`config.mk`:
```
export PLATFORM = sky130hd
export DESIGN_NAME = writeback_stage_flat
export DESIGN_NICKNAME = d
export VERILOG_FILES = /design/src/rtl/riscv_pkg.sv /design/src/rtl/writeback_stage_if.sv /design/src/rtl/wb_load_queue.sv /design/src/rtl/writeback_stage.sv /design/src/flat_wrapper.sv
export SDC_FILE = /design/constraint.sdc
export NUM_CORES = 1
export LEC_CHECK = 0
export CAP_MARGIN = 20
export CORE_MARGIN = 2
export CORE_UTILIZATION = 37
export CTS_BUF_LIST = sky130_fd_sc_hd__clkbuf_2
export DETAILED_ROUTE_END_ITERATION = 16
export PLACE_DENSITY = 0.69
export SETUP_SLACK_MARGIN = 0.3
export SYNTH_ARGS = -nofsm -noshare
export SYNTH_HDL_FRONTEND = slang
export SYNTH_SLANG_ARGS = --single-unit
```
`constraint.sdc`:
```
create_clock -name i_Clock -period 3.1 [get_ports i_Clock]
set_clock_uncertainty 0.2 [all_clocks]
set_input_delay 0.62 -clock i_Clock [delete_from_list [all_inputs] [get_ports i_Clock]]
set_output_delay 0.62 -clock i_Clock [all_outputs]
set_load 0.01 [all_outputs]
```
`src/rtl/riscv_pkg.sv`:
```
// Shared types and helpers for the writeback stage: load funct3 codes, queue entry type,
// and load data extension.
package riscv_pkg;

  localparam logic [2:0] FUNCT3_LB  = 3'b000;
  localparam logic [2:0] FUNCT3_LH  = 3'b001;
  localparam logic [2:0] FUNCT3_LW  = 3'b010;
  localparam logic [2:0] FUNCT3_LBU = 3'b100;
  localparam logic [2:0] FUNCT3_LHU = 3'b101;

  typedef struct packed {
    logic        valid;
    logic [4:0]  rd;
    logic [31:0] data;
  } wb_entry_t;

  // Unknown funct3 codes fall back to a full-word load.
  function automatic logic [31:0] load_extend(input logic [2:0]  funct3,
                                              input logic [1:0]  offset,
                                              input logic [31:0] word);
    logic [7:0]  b;
    logic [15:0] h;
    logic [31:0] r;
    case (offset)
      2'd0:    b = word[7:0];
      2'd1:    b = word[15:8];
      2'd2:    b = word[23:16];
      default: b = word[31:24];
    endcase
    h = offset[1] ? word[31:16] : word[15:0];
    case (funct3)
      FUNCT3_LB:  r = {{24{b[7]}}, b};
      FUNCT3_LH:  r = {{16{h[15]}}, h};
      FUNCT3_LW:  r = word;
      FUNCT3_LBU: r = {24'h0, b};
      FUNCT3_LHU: r = {16'h0, h};
      default:    r = word;
    endcase
    return r;
  endfunction

endpackage

```
`src/rtl/writeback_stage_if.sv`:
```
// ALU/load result inputs and register-file write outputs of the writeback stage.
interface writeback_stage_if #(parameter int DEPTH = 2);

  localparam int CW = $clog2(DEPTH) + 1;

  logic          i_AluValid;
  logic [4:0]    i_AluRegDest;
  logic [31:0]   i_AluData;
  logic          i_LoadValid;
  logic          o_LoadReady;
  logic [4:0]    i_LoadRegDest;
  logic [2:0]    i_LoadFunct3;
  logic [1:0]    i_LoadByteOffset;
  logic [31:0]   i_LoadWord;
  logic          o_WriteEnable;
  logic [4:0]    o_RegDest;
  logic [31:0]   o_DataOut;
  logic [CW-1:0] o_QueueCount;

  modport master (
    output i_AluValid, i_AluRegDest, i_AluData,
    output i_LoadValid, i_LoadRegDest, i_LoadFunct3, i_LoadByteOffset, i_LoadWord,
    input  o_LoadReady, o_WriteEnable, o_RegDest, o_DataOut, o_QueueCount
  );

  modport slave (
    input  i_AluValid, i_AluRegDest, i_AluData,
    input  i_LoadValid, i_LoadRegDest, i_LoadFunct3, i_LoadByteOffset, i_LoadWord,
    output o_LoadReady, o_WriteEnable, o_RegDest, o_DataOut, o_QueueCount
  );

endinterface

```
`src/rtl/wb_load_queue.sv`:
```
// Ordered load-result buffer: push at tail, pop oldest, squash every entry matching an rd.
// Survivors are compacted toward slot 0 each cycle, so squash holes never delay a pop.
module wb_load_queue
  import riscv_pkg::*;
#(
  parameter int DEPTH = 2,
  parameter int CW    = $clog2(DEPTH) + 1
) (
  input  logic          i_Clock,
  input  logic          i_Reset_n,
  input  logic          push_i,
  input  wb_entry_t     push_entry_i,
  input  logic          pop_i,
  input  logic          squash_i,
  input  logic [4:0]    squash_rd_i,
  output wb_entry_t     head_o,
  output logic [CW-1:0] count_o,
  output logic          full_o
);

  wb_entry_t     q_q [DEPTH];
  wb_entry_t     q_d [DEPTH];
  logic [CW-1:0] count_q, count_d;

  always_comb begin
    logic [CW-1:0] cnt;
    logic          keep;
    cnt = '0;
    for (int j = 0; j < DEPTH; j++) q_d[j] = '0;
    for (int i = 0; i < DEPTH; i++) begin
      keep = q_q[i].valid && !(pop_i && i == 0) &&
             !(squash_i && q_q[i].rd == squash_rd_i);
      if (keep) begin
        for (int j = 0; j < DEPTH; j++)
          if (cnt == CW'(j)) q_d[j] = q_q[i];
        cnt = cnt + CW'(1);
      end
    end
    if (push_i) begin
      for (int j = 0; j < DEPTH; j++)
        if (cnt == CW'(j)) q_d[j] = push_entry_i;
      cnt = cnt + CW'(1);
    end
    count_d = cnt;
  end

  always_ff @(posedge i_Clock or negedge i_Reset_n) begin
    if (!i_Reset_n) begin
      for (int i = 0; i < DEPTH; i++) q_q[i] <= '0;
      count_q <= '0;
    end else begin
      for (int i = 0; i < DEPTH; i++) q_q[i] <= q_d[i];
      count_q <= count_d;
    end
  end

  assign head_o  = q_q[0];
  assign count_o = count_q;
  assign full_o  = (count_q == CW'(DEPTH));

endmodule

```
`src/rtl/writeback_stage.sv`:
```
// Merges ALU and load results onto the single register-file write port with one cycle of
// latency; ALU has strict priority, colliding loads wait in a small queue.
module writeback_stage
  import riscv_pkg::*;
#(
  parameter int LOAD_QUEUE_DEPTH = 2
) (
  input  logic              i_Clock,
  input  logic              i_Reset_n,
  writeback_stage_if.slave  wb
);

  localparam int CW = $clog2(LOAD_QUEUE_DEPTH) + 1;

  logic          alu_win, load_acc, load_live, q_pop, q_push, bypass, q_full;
  wb_entry_t     load_entry, q_head;
  logic [CW-1:0] q_count;

  logic          we_q, we_d;
  logic [4:0]    rd_q, rd_d;
  logic [31:0]   data_q, data_d;

  assign alu_win  = wb.i_AluValid && (wb.i_AluRegDest != 5'd0);
  assign load_acc = wb.i_LoadValid && !q_full;

  // A same-cycle ALU write to the same rd is younger, so the load is dropped.
  assign load_live = load_acc && (wb.i_LoadRegDest != 5'd0) &&
                     !(alu_win && wb.i_LoadRegDest == wb.i_AluRegDest);
  assign q_pop     = !alu_win && q_head.valid;
  assign bypass    = !alu_win && !q_head.valid && load_live;
  assign q_push    = load_live && !bypass;

  always_comb begin
    load_entry       = '0;
    load_entry.valid = 1'b1;
    load_entry.rd    = wb.i_LoadRegDest;
    load_entry.data  = load_extend(wb.i_LoadFunct3, wb.i_LoadByteOffset, wb.i_LoadWord);
  end

  wb_load_queue #(.DEPTH(LOAD_QUEUE_DEPTH), .CW(CW)) u_queue (
    .i_Clock      (i_Clock),
    .i_Reset_n    (i_Reset_n),
    .push_i       (q_push),
    .push_entry_i (load_entry),
    .pop_i        (q_pop),
    .squash_i     (alu_win),
    .squash_rd_i  (wb.i_AluRegDest),
    .head_o       (q_head),
    .count_o      (q_count),
    .full_o       (q_full)
  );

  always_comb begin
    we_d   = 1'b0;
    rd_d   = rd_q;
    data_d = data_q;
    if (alu_win) begin
      we_d   = 1'b1;
      rd_d   = wb.i_AluRegDest;
      data_d = wb.i_AluData;
    end else if (q_pop) begin
      we_d   = 1'b1;
      rd_d   = q_head.rd;
      data_d = q_head.data;
    end else if (bypass) begin
      we_d   = 1'b1;
      rd_d   = load_entry.rd;
      data_d = load_entry.data;
    end
  end

  always_ff @(posedge i_Clock or negedge i_Reset_n) begin
    if (!i_Reset_n) begin
      we_q   <= 1'b0;
      rd_q   <= 5'd0;
      data_q <= 32'd0;
    end else begin
      we_q   <= we_d;
      rd_q   <= rd_d;
      data_q <= data_d;
    end
  end

  assign wb.o_WriteEnable = we_q;
  assign wb.o_RegDest     = rd_q;
  assign wb.o_DataOut     = data_q;
  assign wb.o_QueueCount  = q_count;
  assign wb.o_LoadReady   = !q_full;

endmodule
```
`src/flat_wrapper.sv`:
```
// flat-port wrapper written by rule: the top's interface ports become plain ports
module writeback_stage_flat import riscv_pkg::*;
#(
  parameter int LOAD_QUEUE_DEPTH = 2
)
  (i_Clock, i_Reset_n, wb_i_AluValid, wb_i_AluRegDest, wb_i_AluData, wb_i_LoadValid, wb_i_LoadRegDest, wb_i_LoadFunct3, wb_i_LoadByteOffset, wb_i_LoadWord, wb_o_LoadReady, wb_o_WriteEnable, wb_o_RegDest, wb_o_DataOut, wb_o_QueueCount);
  writeback_stage_if wb_i ();
  input  logic i_Clock;
  input  logic i_Reset_n;
  input wire logic [$bits(wb_i.i_AluValid)-1:0] wb_i_AluValid;
  input wire logic [$bits(wb_i.i_AluRegDest)-1:0] wb_i_AluRegDest;
  input wire logic [$bits(wb_i.i_AluData)-1:0] wb_i_AluData;
  input wire logic [$bits(wb_i.i_LoadValid)-1:0] wb_i_LoadValid;
  input wire logic [$bits(wb_i.i_LoadRegDest)-1:0] wb_i_LoadRegDest;
  input wire logic [$bits(wb_i.i_LoadFunct3)-1:0] wb_i_LoadFunct3;
  input wire logic [$bits(wb_i.i_LoadByteOffset)-1:0] wb_i_LoadByteOffset;
  input wire logic [$bits(wb_i.i_LoadWord)-1:0] wb_i_LoadWord;
  output wire logic [$bits(wb_i.o_LoadReady)-1:0] wb_o_LoadReady;
  output wire logic [$bits(wb_i.o_WriteEnable)-1:0] wb_o_WriteEnable;
  output wire logic [$bits(wb_i.o_RegDest)-1:0] wb_o_RegDest;
  output wire logic [$bits(wb_i.o_DataOut)-1:0] wb_o_DataOut;
  output wire logic [$bits(wb_i.o_QueueCount)-1:0] wb_o_QueueCount;
  assign wb_i.i_AluValid = wb_i_AluValid;
  assign wb_i.i_AluRegDest = wb_i_AluRegDest;
  assign wb_i.i_AluData = wb_i_AluData;
  assign wb_i.i_LoadValid = wb_i_LoadValid;
  assign wb_i.i_LoadRegDest = wb_i_LoadRegDest;
  assign wb_i.i_LoadFunct3 = wb_i_LoadFunct3;
  assign wb_i.i_LoadByteOffset = wb_i_LoadByteOffset;
  assign wb_i.i_LoadWord = wb_i_LoadWord;
  assign wb_o_LoadReady = wb_i.o_LoadReady;
  assign wb_o_WriteEnable = wb_i.o_WriteEnable;
  assign wb_o_RegDest = wb_i.o_RegDest;
  assign wb_o_DataOut = wb_i.o_DataOut;
  assign wb_o_QueueCount = wb_i.o_QueueCount;
  writeback_stage #(.LOAD_QUEUE_DEPTH(LOAD_QUEUE_DEPTH)) u_core (.i_Clock(i_Clock), .i_Reset_n(i_Reset_n), .wb(wb_i));
endmodule
```
== Yosys cells after proc, flatten, opt, wreduce, memory -nomap -nowiden ==
Cells that the tools add are included.
W data, S select, Z words.
Word-level totals
  flip-flop bits (word level): 116
  input bits: 83
  output and inout port bits: 41
Operators by class
  add/sub/neg operators: 2
  eq/ne operators: 11
  multiplexer cells: 22
  reduce and logical (&&, ||, !) cells: 29
Operators by type and width (count)
  $mux W38: 5
  $mux W76: 2
  $pmux W32 S4: 1
  $mux W32: 3
  $pmux W8 S3: 1
  $mux W16: 1
  $eq A5 B5 Y1: 3
  $mux W5: 3
  $logic_and A1 B1 Y1: 14
  $reduce_bool A5 Y1: 2
  $logic_not A1 Y1: 8
  $eq A3 B3 Y1 const B: 2
  $logic_not A2 Y1: 3
  $eq A2 B1 Y1 const B: 2
  $eq A2 B2 Y1 const B: 2
  $mux W1: 4
  $mux W2: 2
  $eq A3 B1 Y1 const B: 1
  $logic_not A3 Y1: 1
  $reduce_bool A3 Y1: 1
  $add A1 B1 Y2 const B: 1
  $add A2 B1 Y2 const B: 1
  $eq A1 B1 Y1 const B: 1

== Depth between registers and ports, before layout ==
Gate-level depths: netlist (run 1).
  depth after elaboration: 13
  mapped depth: 12
  depth with buffers taken out: 7

== Cells and area by module ==
A second synthesis (run 1) with hierarchy kept.
Unflattened totals
  cell total of the unflattened synthesis: 808
  area total of the unflattened synthesis: 6904.1 um2
Modules (own cells, without submodules)
  wb_load_queue: instances 1, cells each 442, area an instance 3961.3 um2, seq. area each 1951.9 um2
  writeback_stage: instances 1, cells each 366, area an instance 2942.8 um2, seq. area each 950.9 um2

== Worst setup path before layout (run 1) ==
OpenSTA, ideal clock, no wires.
  path kind: input-to-reg
  start: input port wb_i_AluRegDest[3]
  end: register u_core.u_queue.q_q[11] (netlist name)
  arrival: 2924 ps
  data required time: 2821 ps
  slack: -103 ps
  stages: 9
  path buffers: 3
  cells stage by stage: or3_4 > o31ai_4 > a211o_1 > buf_2 > clkbuf_1 > ha_1 > a211oi_4 > buf_2 > o2bb2ai_1
RTL lines
  start: declaration: line flat_wrapper.sv:11  | input wire logic [$bits(wb_i.i_AluRegDest)-1:0] wb_i_AluRegDest;

==> results of run 1 <==
==> sequential cells by signal (all words and copies together), names as in the netlist <==
| signal | cells |
|---|---|
| u_core.u_queue.head_o | 38 |
| u_core.u_queue.q_q | 38 |
| u_core.wb.o_DataOut | 32 |
| u_core.wb.o_RegDest | 5 |
| u_core.u_queue.count_o | 2 |
| u_core.wb.o_WriteEnable | 1 |
==> through the flow <==
step	util (%)	setup slack [ps]	instance area (um^2)
after floorplan	-	164.3	6367
after detailed placement	49.62	-159.5	8228
final	51.20	464.3	8491
after global routing	51.20	355.2	8491
after global placement	49.62	-100.2	8228
after CTS	51.18	462.6	8488
==> cells by family (layout without fill, tap and decap cells) <==
kind of cell	count (synthesis)	count (layout)	synth area share, %
adders and majority gates	3	3	0.5964
AOI/OAI and AO/OA	212	212	25.56
DFF	116	116	46.11
xor gates and xnor gates	16	16	2.226
muxes	54	54	8.925
other	0	1	0
and+or+nand+nor	147	147	11.99
buffers and inverters	66	239	4.592
==> Yosys cell counts, types with 4 or more instances <==
library cell                  n  area (um^2)
sky130_fd_sc_hd__dfrtp_1    116         2903
sky130_fd_sc_hd__a21oi_1     56        280.3
sky130_fd_sc_hd__mux2i_1     46        460.4
sky130_fd_sc_hd__clkbuf_1    43        161.4
sky130_fd_sc_hd__nand2_1     41        153.9
sky130_fd_sc_hd__a32oi_1     35        306.5
sky130_fd_sc_hd__and2_1      23        143.9
sky130_fd_sc_hd__o2bb2ai_1   23        201.4
sky130_fd_sc_hd__nor2_1      20        75.07
sky130_fd_sc_hd__o21ai_0     18        90.09
sky130_fd_sc_hd__nand3_1     17        85.08
sky130_fd_sc_hd__and3_1      16        100.1
sky130_fd_sc_hd__or3_1       16        100.1
sky130_fd_sc_hd__o221ai_1    15        131.4
sky130_fd_sc_hd__buf_2       12        60.06
sky130_fd_sc_hd__xor2_1      11        96.34
sky130_fd_sc_hd__o22ai_1     10        62.56
sky130_fd_sc_hd__a221o_1      8        80.08
sky130_fd_sc_hd__a22o_1       7        61.31
sky130_fd_sc_hd__a2bb2o_1     7        70.07
sky130_fd_sc_hd__a2bb2oi_1    7        61.31
sky130_fd_sc_hd__a31oi_1      7        43.79
sky130_fd_sc_hd__inv_1        7        26.28
sky130_fd_sc_hd__mux2_2       7        78.83
sky130_fd_sc_hd__a221oi_1     6        52.55
sky130_fd_sc_hd__xnor2_1      5        43.79
sky130_fd_sc_hd__nand2b_1     4        25.02
==> per-layer routing <==
metal	vias to the layer above	part of all wire [%]	GRT usage (%)	routed length, um
met5	-	0	0	0
met1	2910	44	33.16	9263
li1	2666	-	-	-
met4	0	1.5	6.433	320
met3	27	8.1	4.724	1701
met2	352	46	36.62	9587
==> final cells by class <==
type	instances	area, um^2	share of cell area (%)
diodes	1	2.502	0.02947
clock buffers	18	90.09	1.061
clock inverters	14	160.2	1.886
inverters	7	26.28	0.3095
multi-input cells	432	3124	36.80
flip-flops and latches	116	2903	34.19
well taps	220	275.3	3.242
repair buffers	200	1909	22.49
==> critical path, stage by stage <==
cell,delay (ps)
sky130_fd_sc_hd__clkdlybuf4s50_1,690
sky130_fd_sc_hd__xnor2_1,160
sky130_fd_sc_hd__nand2_1,100
sky130_fd_sc_hd__o31ai_2,440
sky130_fd_sc_hd__ha_4,300
sky130_fd_sc_hd__a211oi_4,300
sky130_fd_sc_hd__buf_4,250
sky130_fd_sc_hd__a22o_1,160
==> path summary, 6_finish.rpt <==
check | startpoint | slack, ps | endpoint
max | wb_i_AluRegDest[0] | 460 | u_core.u_queue.q_q[34]$_DFF_PN0_
min | i_Reset_n | 250 | u_core.u_queue.count_o[0]$_DFF_PN0_
max reg2reg | u_core.u_queue.head_o[33]$_DFF_PN0_ | 610 | u_core.u_queue.q_q[34]$_DFF_PN0_
min reg2reg | u_core.wb.o_RegDest[3]$_DFFE_PN0P_ | 310 | u_core.wb.o_RegDest[3]$_DFFE_PN0P_
max in group asynchronous | i_Reset_n | 1750 | u_core.u_queue.head_o[23]$_DFF_PN0_
min in group i_Clock | u_core.wb.o_RegDest[3]$_DFFE_PN0P_ | 310 | u_core.wb.o_RegDest[3]$_DFFE_PN0P_
==> power groups by stage <==
stage | sequential [uW] | clock, uW | combinational [uW]
finish | 2120 | 1040 | 2530
global route | 2170 | 1130 | 2710
CTS | 2120 | 1060 | 2520
detailed placement | 2150 | 0 | 2510
global placement | 2140 | 0 | 2450
floorplan | 2170 | 0 | 1300
==> results.md, run 1 <==
- Status: finished clean
- Hpwl dp: 15.11 mm
- ANT nets after route: 0
- Buffers on Ports: 123
- Clk buf depth: 2
- Die area: 0.01807 mm^2
- Final count of pins violating max slew: 0
- Relative contribution of sequential cells to total power: 37.3%
- Htree depth: 4
- Power Dens Cells: 670.6 mW/mm^2
- Peak Freq: 379.4 MHz
- Final worst-path cycle share: 85.02%
- Skew-Pair Late Insertion Delay: 660 ps
- Cell Count, Final, Fillers Out: 1008
- Post-synth cell types: 52
- RSZ-0062 raised after global routing: no
- Internal Power: 3558 uW
- Critical path data arrival time: 3030 ps
- Most frequent cells in the layout: sky130_fd_sc_hd__clkdlybuf4s50_1, sky130_fd_sc_hd__dfrtp_1, sky130_fd_sc_hd__buf_4, sky130_fd_sc_hd__a21oi_1, sky130_fd_sc_hd__mux2i_1
- Worst-margin pin slew: 765.7 ps
- Sw Ratio: 37.52%
- Number of setup violations in the final report: 0
- Global-route wire length before repair: 33.04 mm
- Kind of end point of the critical path: register
- Reported leakage power: 0.003782 uW
- Worst Path Required: 3490 ps
- Avg WL per Cell: 20.71 um
- Horizontal die dimension: 134.4 um
- Minimum period implied by the final worst setup slack: 2636 ps
- Most common cell after layout, fill and taps aside: sky130_fd_sc_hd__clkdlybuf4s50_1
- Final nets: 860
- Share of synthesized flip-flops with an asynchronous set or reset: 100.0%
- TritonCTS clock tree: built
- TritonCTS Buffers: 17
- Initial antenna violation count: 1
- Number of global-route vias before repair: 5979
- Share of cells above drive strength 1: 16.26%
- Min-Delay Path Class: in -> async
- Summed instance area of the synthesized netlist: 0.006295 mm^2
- Buffers inserted during post-CTS setup optimization: 0
- Switching power of the nets: 2136 uW
- Peak VDD IR: 0.2941 mV
- Max_slew headroom: 48.84%
- Share of the yosys chip area belonging to registers: 46.11%
- Final Hold Slack: 251.5 ps
- Post-synth EDFFs: 0
- Count of TritonRoute iterations in the first routing pass: 5
- Vias/cell: 5.908
- Setup TNS: 0 ps
- Number of warnings reported in the yosys synthesis log: 0
- Placeable core region: 0.01658 mm^2
- Power after layout: 5694 uW
- Kind of critical path: in -> reg
- Clock network fraction of total power: 18.3%
- Depth of the worst register-to-register path: 7
- DRC: 0
- Launching element type of the critical path: input pin
- Post-CTS clock slew at the launch and capture registers of the worst setup and hold paths: 180 ps
- Mean area per synthesized cell: 10.25 um^2
- Post-cts hold buffer count: 1
- Synthesis-stage register bit count: 116
- Combinational group share of total power: 44.4%
- Most used DFF post-synth: sky130_fd_sc_hd__dfrtp_1
- Total of cells resized after clock tree synthesis: 0
- Count of routing violations after the opening detailed-route iteration: 567
- Biggest fanout along the worst timing path: 13
- Fillcell total: 1510
- Maximum number of pins on one net before global-route repair: 50
- Initial standard-cell utilization of the core: 37.96%
- Number of maximum-capacitance violations: 0
- Post-Synthesis Net Count: 700
- Inst Count DP: 974
- Final Wtd Congestion: 0.8797
- Relative area change from synthesis to final layout: 34.88%
- Total gr overflow: 0
- Final hold vios: 0
- Clock Sink Count: 116
- IO Pins: 124
- Die height: 134.4 um
- Total wire length after detailed routing: 20.87 mm
- Clock tree root driver cell: sky130_fd_sc_hd__clkbuf_2
- Std-Cell Rows: 47
- Post-synthesis instance total: 614
- Routed vias: 5955
- Overall Global Routing Usage: 23.42%
(Power assumes the default switching activity.)
==> inputs of run 2 (changes only) <==
--- a/config.mk
+++ b/config.mk
@@ -14,4 +14,5 @@
 export SETUP_SLACK_MARGIN = 0.3
 export SYNTH_ARGS = -nofsm -noshare
 export SYNTH_HDL_FRONTEND = slang
+export SYNTH_HIERARCHICAL = 1
 export SYNTH_SLANG_ARGS = --single-unit
==> run 2 against run 1 <==
Sequential power is 11% higher. Worst hold slack got worse by 140 ps. Setup slack got worse by 12 ps. Final cell count is 14% higher. Critical path depth is 5 lower. Sequential share of layout area shrank 0.095 points. Area after synthesis up 9.7%. First-iteration DRC count grew 15%. Synthesized cell count grew 32%. Non-clock buffer count down 21. Clock power fell by 28%. Clock-buffer cell count increased by 2. Highest routed layer unchanged.
==> results.md, run 2 <==
- Fillcell total: 1740
- Worst Path Required: 2280 ps
- Top Family by Delay on Critical Path: buffers and inverters
- Launching element type of the critical path: register
- Critical-path cell list: nor2b_1, inv_1, clkdlybuf4s50_1
- Count of TritonRoute iterations in the first routing pass: 7
- Inst Count DP: 1116
- Post-cts hold buffer count: 1
- Number of maximum-capacitance violations: 0
- Routed vias: 6346
- Final Hold Slack: 115.1 ps
- Critical path data arrival time: 1830 ps
- Top cells by area in the synthesized netlist: sky130_fd_sc_hd__dfrtp_1, sky130_fd_sc_hd__nand2_1, sky130_fd_sc_hd__buf_4
- Vias/cell: 5.523
- Relative area change from synthesis to final layout: 23.32%
- Initial standard-cell utilization of the core: 38.04%
- Total of cells resized after clock tree synthesis: 0
- Avg WL per Cell: 18.32 um
- Cell with the most instances after synthesis: sky130_fd_sc_hd__nand2_1
- Buffers inserted during post-CTS setup optimization: 0
- Kind of end point of the critical path: output pin
- Count of buffer and inverter cells on the critical path: 2
- Startpoint of the worst-slack reg-to-reg timing path: u_core/u_queue/head_o[37]$_DFF_PN0_
- Number of global-route vias before repair: 6101
- Reg2reg setup slack: 820 ps
- Max_slew headroom: 62.30%
- Count of routing violations after the opening detailed-route iteration: 654
- Most common cell after layout, fill and taps aside: sky130_fd_sc_hd__nand2_1
- Post-CTS clock slew at the launch and capture registers of the worst setup and hold paths: 190 ps
- Post-synthesis instance total: 808
- Cell Count, Final, Fillers Out: 1149
- Final Wtd Congestion: 0.9360
- Share of the yosys chip area belonging to registers: 42.04%
- Initial antenna violation count: 1
- Synthesis-stage register bit count: 116
- ANT nets after route: 0
- Clk buf depth: 2
- Most used DFF post-synth: sky130_fd_sc_hd__dfrtp_1
- Final hold vios: 0
- Die area: 0.01977 mm^2
- Peak VDD IR: 0.3250 mV
- Skew-Pair Late Insertion Delay: 690 ps
- Maximum number of pins on one net before global-route repair: 55
- Peak Freq: 377.7 MHz
- Kind of critical path: reg -> out
- Hpwl dp: 14.81 mm
- Most frequent cells in the layout: sky130_fd_sc_hd__nand2_1, sky130_fd_sc_hd__clkdlybuf4s50_1, sky130_fd_sc_hd__dfrtp_1, sky130_fd_sc_hd__nor2_1, sky130_fd_sc_hd__o21ai_1
- IO Pins: 124
- Biggest fanout along the worst timing path: 2
- Summed instance area of the synthesized netlist: 0.006904 mm^2
- TritonCTS Buffers: 17
- Reg2Reg Capture Point: u_core/u_queue/q_q[14]$_DFF_PN0_
- Depth of the worst register-to-register path: 10
- Overall Global Routing Usage: 21.51%
- Minimum period implied by the final worst setup slack: 2648 ps
- Global-route wire length before repair: 33.48 mm
- Placeable core region: 0.01815 mm^2
- Mean area per synthesized cell: 8.545 um^2
- Buffers on Ports: 123
- DRC: 0
- Area of the multi-input gates: 0.003359 mm^2
- Number of warnings reported in the yosys synthesis log: 6
- Worst-margin pin slew: 565.5 ps
- Highest cell delay on the worst timing path: 530 ps
- RSZ-0062 raised after global routing: no
- Total wire length after detailed routing: 21.05 mm
- Number of setup violations in the final report: 0
- Final nets: 993
- Horizontal die dimension: 140.6 um
- Final worst-path cycle share: 85.41%
- Share of cells above drive strength 1: 14.27%
- Sequential cell area: 0.002903 mm^2
- Clock tree root driver cell: sky130_fd_sc_hd__clkbuf_2
- Die height: 140.6 um
- Reported leakage power: 0.003532 uW
- TritonCTS clock tree: built
- Share of synthesized flip-flops with an asynchronous set or reset: 100.0%
- Std-Cell Rows: 49
- Slowest library cell on the worst path: sky130_fd_sc_hd__clkdlybuf4s50_1
- Post-synth cell types: 52
- Synth top cells by count: sky130_fd_sc_hd__nand2_1, sky130_fd_sc_hd__dfrtp_1, sky130_fd_sc_hd__nor2_1, sky130_fd_sc_hd__o21ai_1, sky130_fd_sc_hd__buf_4
- Final count of pins violating max slew: 0
- Cell accounting for the most synthesized area: sky130_fd_sc_hd__dfrtp_1
- Post-synth EDFFs: 0
- Status: finished clean
- Htree depth: 4
- Power Dens Cells: 719.8 mW/mm^2
- Yosys top cell area share: 42.04%
- Min-Delay Path Class: in -> async
- Clock Sink Count: 116
- Total gr overflow: 0
==> run 2: cell count changes in the layout (fill, tap and decap cells not counted), sizes merged, moves of 30 or more <==
cell / delta
a31oi: +30
o21ai: +47
a32oi: -35
nor2: +62
nand2: +144
mux2i: -32
a21oi: -36
nand3: +39
==> run 2: final cells by class <==
cell class | instances | share of cell area (%)
well taps | 229 | 3.365
flip-flops and latches | 116 | 34.09
clock inverters | 10 | 0.5143
diodes | 2 | 0.05878
repair buffers | 179 | 20.87
multi-input cells | 583 | 39.46
clock buffers | 20 | 1.176
inverters | 10 | 0.4702
==> run 2: worst max path at each step <==
stage / startpoint / end / slack [ps] / depth (start not counted)
after detailed placement: wb_i_AluRegDest[1] / u_core/u_queue/head_o[12]$_DFF_PN0_ / -170 / 11
after global routing: u_core/u_queue/count_o[1]$_DFF_PN0_ / wb_o_LoadReady / 350 / 3
final: u_core/u_queue/count_o[1]$_DFF_PN0_ / wb_o_LoadReady / 450 / 3
after CTS: u_core/u_queue/count_o[1]$_DFF_PN0_ / wb_o_LoadReady / 390 / 3
after global placement: wb_i_AluRegDest[1] / u_core/u_queue/head_o[14]$_DFF_PN0_ / -110 / 11
after floorplan: wb_i_AluRegDest[1] / u_core/u_queue/head_o[32]$_DFF_PN0_ / -200 / 14
==> run 2: report_power, final <==
group / switching [uW] / internal [uW] / total (uW)
combinational: 1670 / 1360 / 3020
clock: 562 / 189 / 751
sequential: 353 / 2000 / 2350
total: 2580 / 3540 / 6130
==> run 2: worst register-to-register path: stages, from the launching register on <==
cell and delay (ps):
sky130_fd_sc_hd__dfrtp_1 730, sky130_fd_sc_hd__inv_1 120, sky130_fd_sc_hd__nor2_1 120, sky130_fd_sc_hd__nor2b_1 50, sky130_fd_sc_hd__o21a_2 120, sky130_fd_sc_hd__inv_2 100
sky130_fd_sc_hd__ha_4 220, sky130_fd_sc_hd__nand2_2 120, sky130_fd_sc_hd__buf_12 160, sky130_fd_sc_hd__nand2_1 60, sky130_fd_sc_hd__o21ai_0 200
==> run 2: layer usage <==
layer | vias up | global-route usage [%] | part of all wire [%]
met5 | - | 0 | 0
met4 | 0 | 6.684 | 2.0
met1 | 3068 | 31.11 | 46
met2 | 283 | 31.86 | 44
met3 | 30 | 5.299 | 8.2
li1 | 2965 | - | -
==> run 2: cells by family (layout without fill, tap and decap cells) <==
group / after synthesis / after routing / synth area share (%)
muxes: 18 / 18 / 2.682
other: 1 / 4 / 0.05432
and+or+nand+nor: 347 / 347 / 22.53
buffers and inverters: 110 / 219 / 9.714
adders and majority gates: 3 / 3 / 0.5437
AOI/OAI and AO/OA: 197 / 197 / 20.41
xor gates and xnor gates: 16 / 16 / 2.030
DFF: 116 / 116 / 42.04
==> run 2: per-stage QoR <==
stage / total power [uW] / area (um^2) / TNS, ps / utilization, % / setup slack, ps
final: 6128 / 8514 / 0 / 46.92 / 452.1
after global routing: 6518 / 8514 / 0 / 46.92 / 349.3
after CTS: 6133 / 8509 / 0 / 46.89 / 385.5
after detailed placement: 5373 / 8356 / -12440 / 46.04 / -174.9
after global placement: 5319 / 8356 / -6804 / 46.04 / -114.2
after floorplan: 4403 / 7027 / -9152 / - / -197.7
==> inputs of run 3 (changes only) <==
--- a/config.mk
+++ b/config.mk
@@ -5,8 +5,8 @@
 export SDC_FILE = /design/constraint.sdc
 export NUM_CORES = 1
 export LEC_CHECK = 0
-export CAP_MARGIN = 20
-export CORE_MARGIN = 2
+export CORE_ASPECT_RATIO = 1.2
+export CORE_MARGIN = 8
 export CORE_UTILIZATION = 37
 export CTS_BUF_LIST = sky130_fd_sc_hd__clkbuf_2
 export DETAILED_ROUTE_END_ITERATION = 16
==> run 3 against run 2 <==
Highest routed layer unchanged. Clock power up 28%. Worst hold slack better by 67 ps. Die area up 18%. Fmax about the same. Global-route usage down 3.2 points. Combinational power up 3%. Register-to-register slack worse by 60 ps. Critical endpoint unchanged. Design area up 0.98%. Final cell count about the same. First-iteration DRC count down 8.7%. Non-clock buffer count up 3.
==> results.md, run 3 (synthesis gave the netlist of run 2 again) <==
- Status: finished clean
- Skew-Pair Late Insertion Delay: 710 ps
- Final worst-path cycle share: 85.37%
- Post-CTS clock slew at the launch and capture registers of the worst setup and hold paths: 180 ps
- Initial antenna violation count: 1
- Worst-margin pin slew: 686.0 ps
- Total wire length after detailed routing: 21.38 mm
- Post-placement setup slack: -212.4 ps
- Die height: 165.6 um
- Slowest library cell on the worst path: sky130_fd_sc_hd__clkdlybuf4s50_1
- Share of cells above drive strength 1: 15.06%
- Final Hold Slack: 182.4 ps
- Relative area change from synthesis to final layout: 24.54%
- Maximum number of pins on one net before global-route repair: 51
- Internal Power: 3762 uW
- Routed vias: 6207
- Top Family by Delay on Critical Path: buffers and inverters
- Fillcell total: 1764
- Max_slew headroom: 54.17%
- Clock network fraction of total power: 15.0%
- Clock Sink Count: 116
- Clk buf depth: 2
- Hpwl dp: 15.55 mm
- Most common cell after layout, fill and taps aside: sky130_fd_sc_hd__nand2_1
- Startpoint of the worst-slack reg-to-reg timing path: u_core/u_queue/head_o[37]$_DFF_PN0_
- TritonCTS clock tree: built
- Count of TritonRoute iterations in the first routing pass: 5
- Critical-path cell list: nor2b_1, inv_1, clkdlybuf4s50_1
- IO Pins: 124
- RSZ-0062 raised after global routing: no
- Kind of critical path: reg -> out
- Switching power of the nets: 2627 uW
- Kind of end point of the critical path: output pin
- Number of maximum-capacitance violations: 0
- Horizontal die dimension: 140.7 um
- Final worst setup slack: 453.4 ps
- Combinational group share of total power: 48.7%
- Total gr overflow: 0
- Overall Global Routing Usage: 18.34%
- Total of cells resized after clock tree synthesis: 0
- Buffers on Ports: 123
- Depth of the worst register-to-register path: 9
- Die area: 0.02331 mm^2
- DRC: 0
- Worst Path Required: 2280 ps
- Htree depth: 4
- Final Wtd Congestion: 0.8752
- ANT nets after route: 0
- Launching element type of the critical path: register
- Core occupancy in the finished layout: 47.13%
- Number of global-route vias before repair: 6176
- Clock tree root driver cell: sky130_fd_sc_hd__clkbuf_2
- Final count of pins violating max slew: 0
- Relative contribution of sequential cells to total power: 36.3%
- Beginning of the critical path: u_core/u_queue/count_o[1]$_DFF_PN0_
- Placeable core region: 0.01824 mm^2
- Most frequent cells in the layout: sky130_fd_sc_hd__nand2_1, sky130_fd_sc_hd__clkdlybuf4s50_1, sky130_fd_sc_hd__dfrtp_1, sky130_fd_sc_hd__nor2_1, sky130_fd_sc_hd__o21ai_1
- Min-Delay Path Class: in -> async
- Final nets: 996
- Sw Ratio: 41.12%
- Std-Cell Rows: 54
- Reg2Reg Capture Point: u_core/u_queue/head_o[30]$_DFF_PN0_
- Power Dens Cells: 743.1 mW/mm^2
- Critical path data arrival time: 1830 ps
- Reg2reg setup slack: 760 ps
- Peak VDD IR: 0.3385 mV
- Buffers inserted during post-CTS setup optimization: 0
- Global-route wire length before repair: 33.92 mm
- Post-cts hold buffer count: 1
- Avg WL per Cell: 18.62 um
- Peak Freq: 377.8 MHz
- Highest cell delay on the worst timing path: 520 ps
- Biggest fanout along the worst timing path: 2
- Number of setup violations in the final report: 0
- Reported leakage power: 0.003584 uW
- Minimum period implied by the final worst setup slack: 2647 ps
- TritonCTS Buffers: 17
- Vias/cell: 5.407
- Initial standard-cell utilization of the core: 37.85%
- Count of buffer and inverter cells on the critical path: 2
- Count of routing violations after the opening detailed-route iteration: 597
- Final hold vios: 0
==> run 3: cell count changes in the layout (fill, tap and decap cells not counted) <==
cell	change
sky130_fd_sc_hd__clkinv_4	+1
sky130_fd_sc_hd__clkinv_2	+1
sky130_fd_sc_hd__diode_2	-1
sky130_fd_sc_hd__buf_4	+3
sky130_fd_sc_hd__clkinv_1	-3
sky130_fd_sc_hd__bufinv_16	+2
sky130_fd_sc_hd__clkinvlp_4	+1
==> run 3: power by group through the flow <==
stage	logic, uW	registers, uW	clock network [uW]
after floorplan	2030	2370	0
after global placement	3050	2340	0
after detailed placement	3100	2340	0
after CTS	3110	2320	980
after global routing	3370	2380	1040
final	3110	2320	961
==> run 3: layout make-up <==
type                    instances  area [um^2]  area share (%)
multi-input cells             583         3359           39.07
diodes                          1        2.502         0.02910
clock inverters                12        113.9           1.324
flip-flops and latches        116         2903           33.76
well taps                     224        280.3           3.260
repair buffers                182         1799           20.93
clock buffers                  20        100.1           1.164
inverters                      10        40.04          0.4657
==> run 3: stage by stage <==
| step | cell area (um^2) | power [uW] | std cells | setup TNS [ps] |
|---|---|---|---|---|
| after floorplan | 7027 | 4403 | 809 | -9152 |
| after global placement | 8372 | 5388 | 1114 | -5853 |
| after detailed placement | 8372 | 5443 | 1114 | -9281 |
| after CTS | 8596 | 6409 | 1147 | 0 |
| after global routing | 8598 | 6796 | 1148 | 0 |
| final | 8598 | 6389 | 1148 | 0 |
==> run 3: worst max path at each step <==
stage / end / slack, ps / cells after the start
6_report: wb_o_LoadReady / 450 / 3
5_1_grt: wb_o_LoadReady / 370 / 3
4_1_cts: wb_o_LoadReady / 400 / 3
3_5_place_dp: u_core/u_queue/head_o[32]$_DFF_PN0_ / -210 / 13
3_3_place_gp: u_core/u_queue/head_o[32]$_DFF_PN0_ / -150 / 13
2_1_floorplan: u_core/u_queue/head_o[32]$_DFF_PN0_ / -200 / 14
==> run 3: routing by layer <==
| layer | vias to the layer above | share of wire, % | routed length, um | track usage, % |
|---|---|---|---|---|
| met3 | 22 | 7.9 | 1690 | 5.091 |
| met1 | 2974 | 46 | 9744 | 24.75 |
| met4 | 0 | 1.7 | 365 | 5.712 |
| met5 | - | 0 | 0 | 0 |
| li1 | 2975 | - | - | - |
| met2 | 236 | 45 | 9580 | 27.81 |
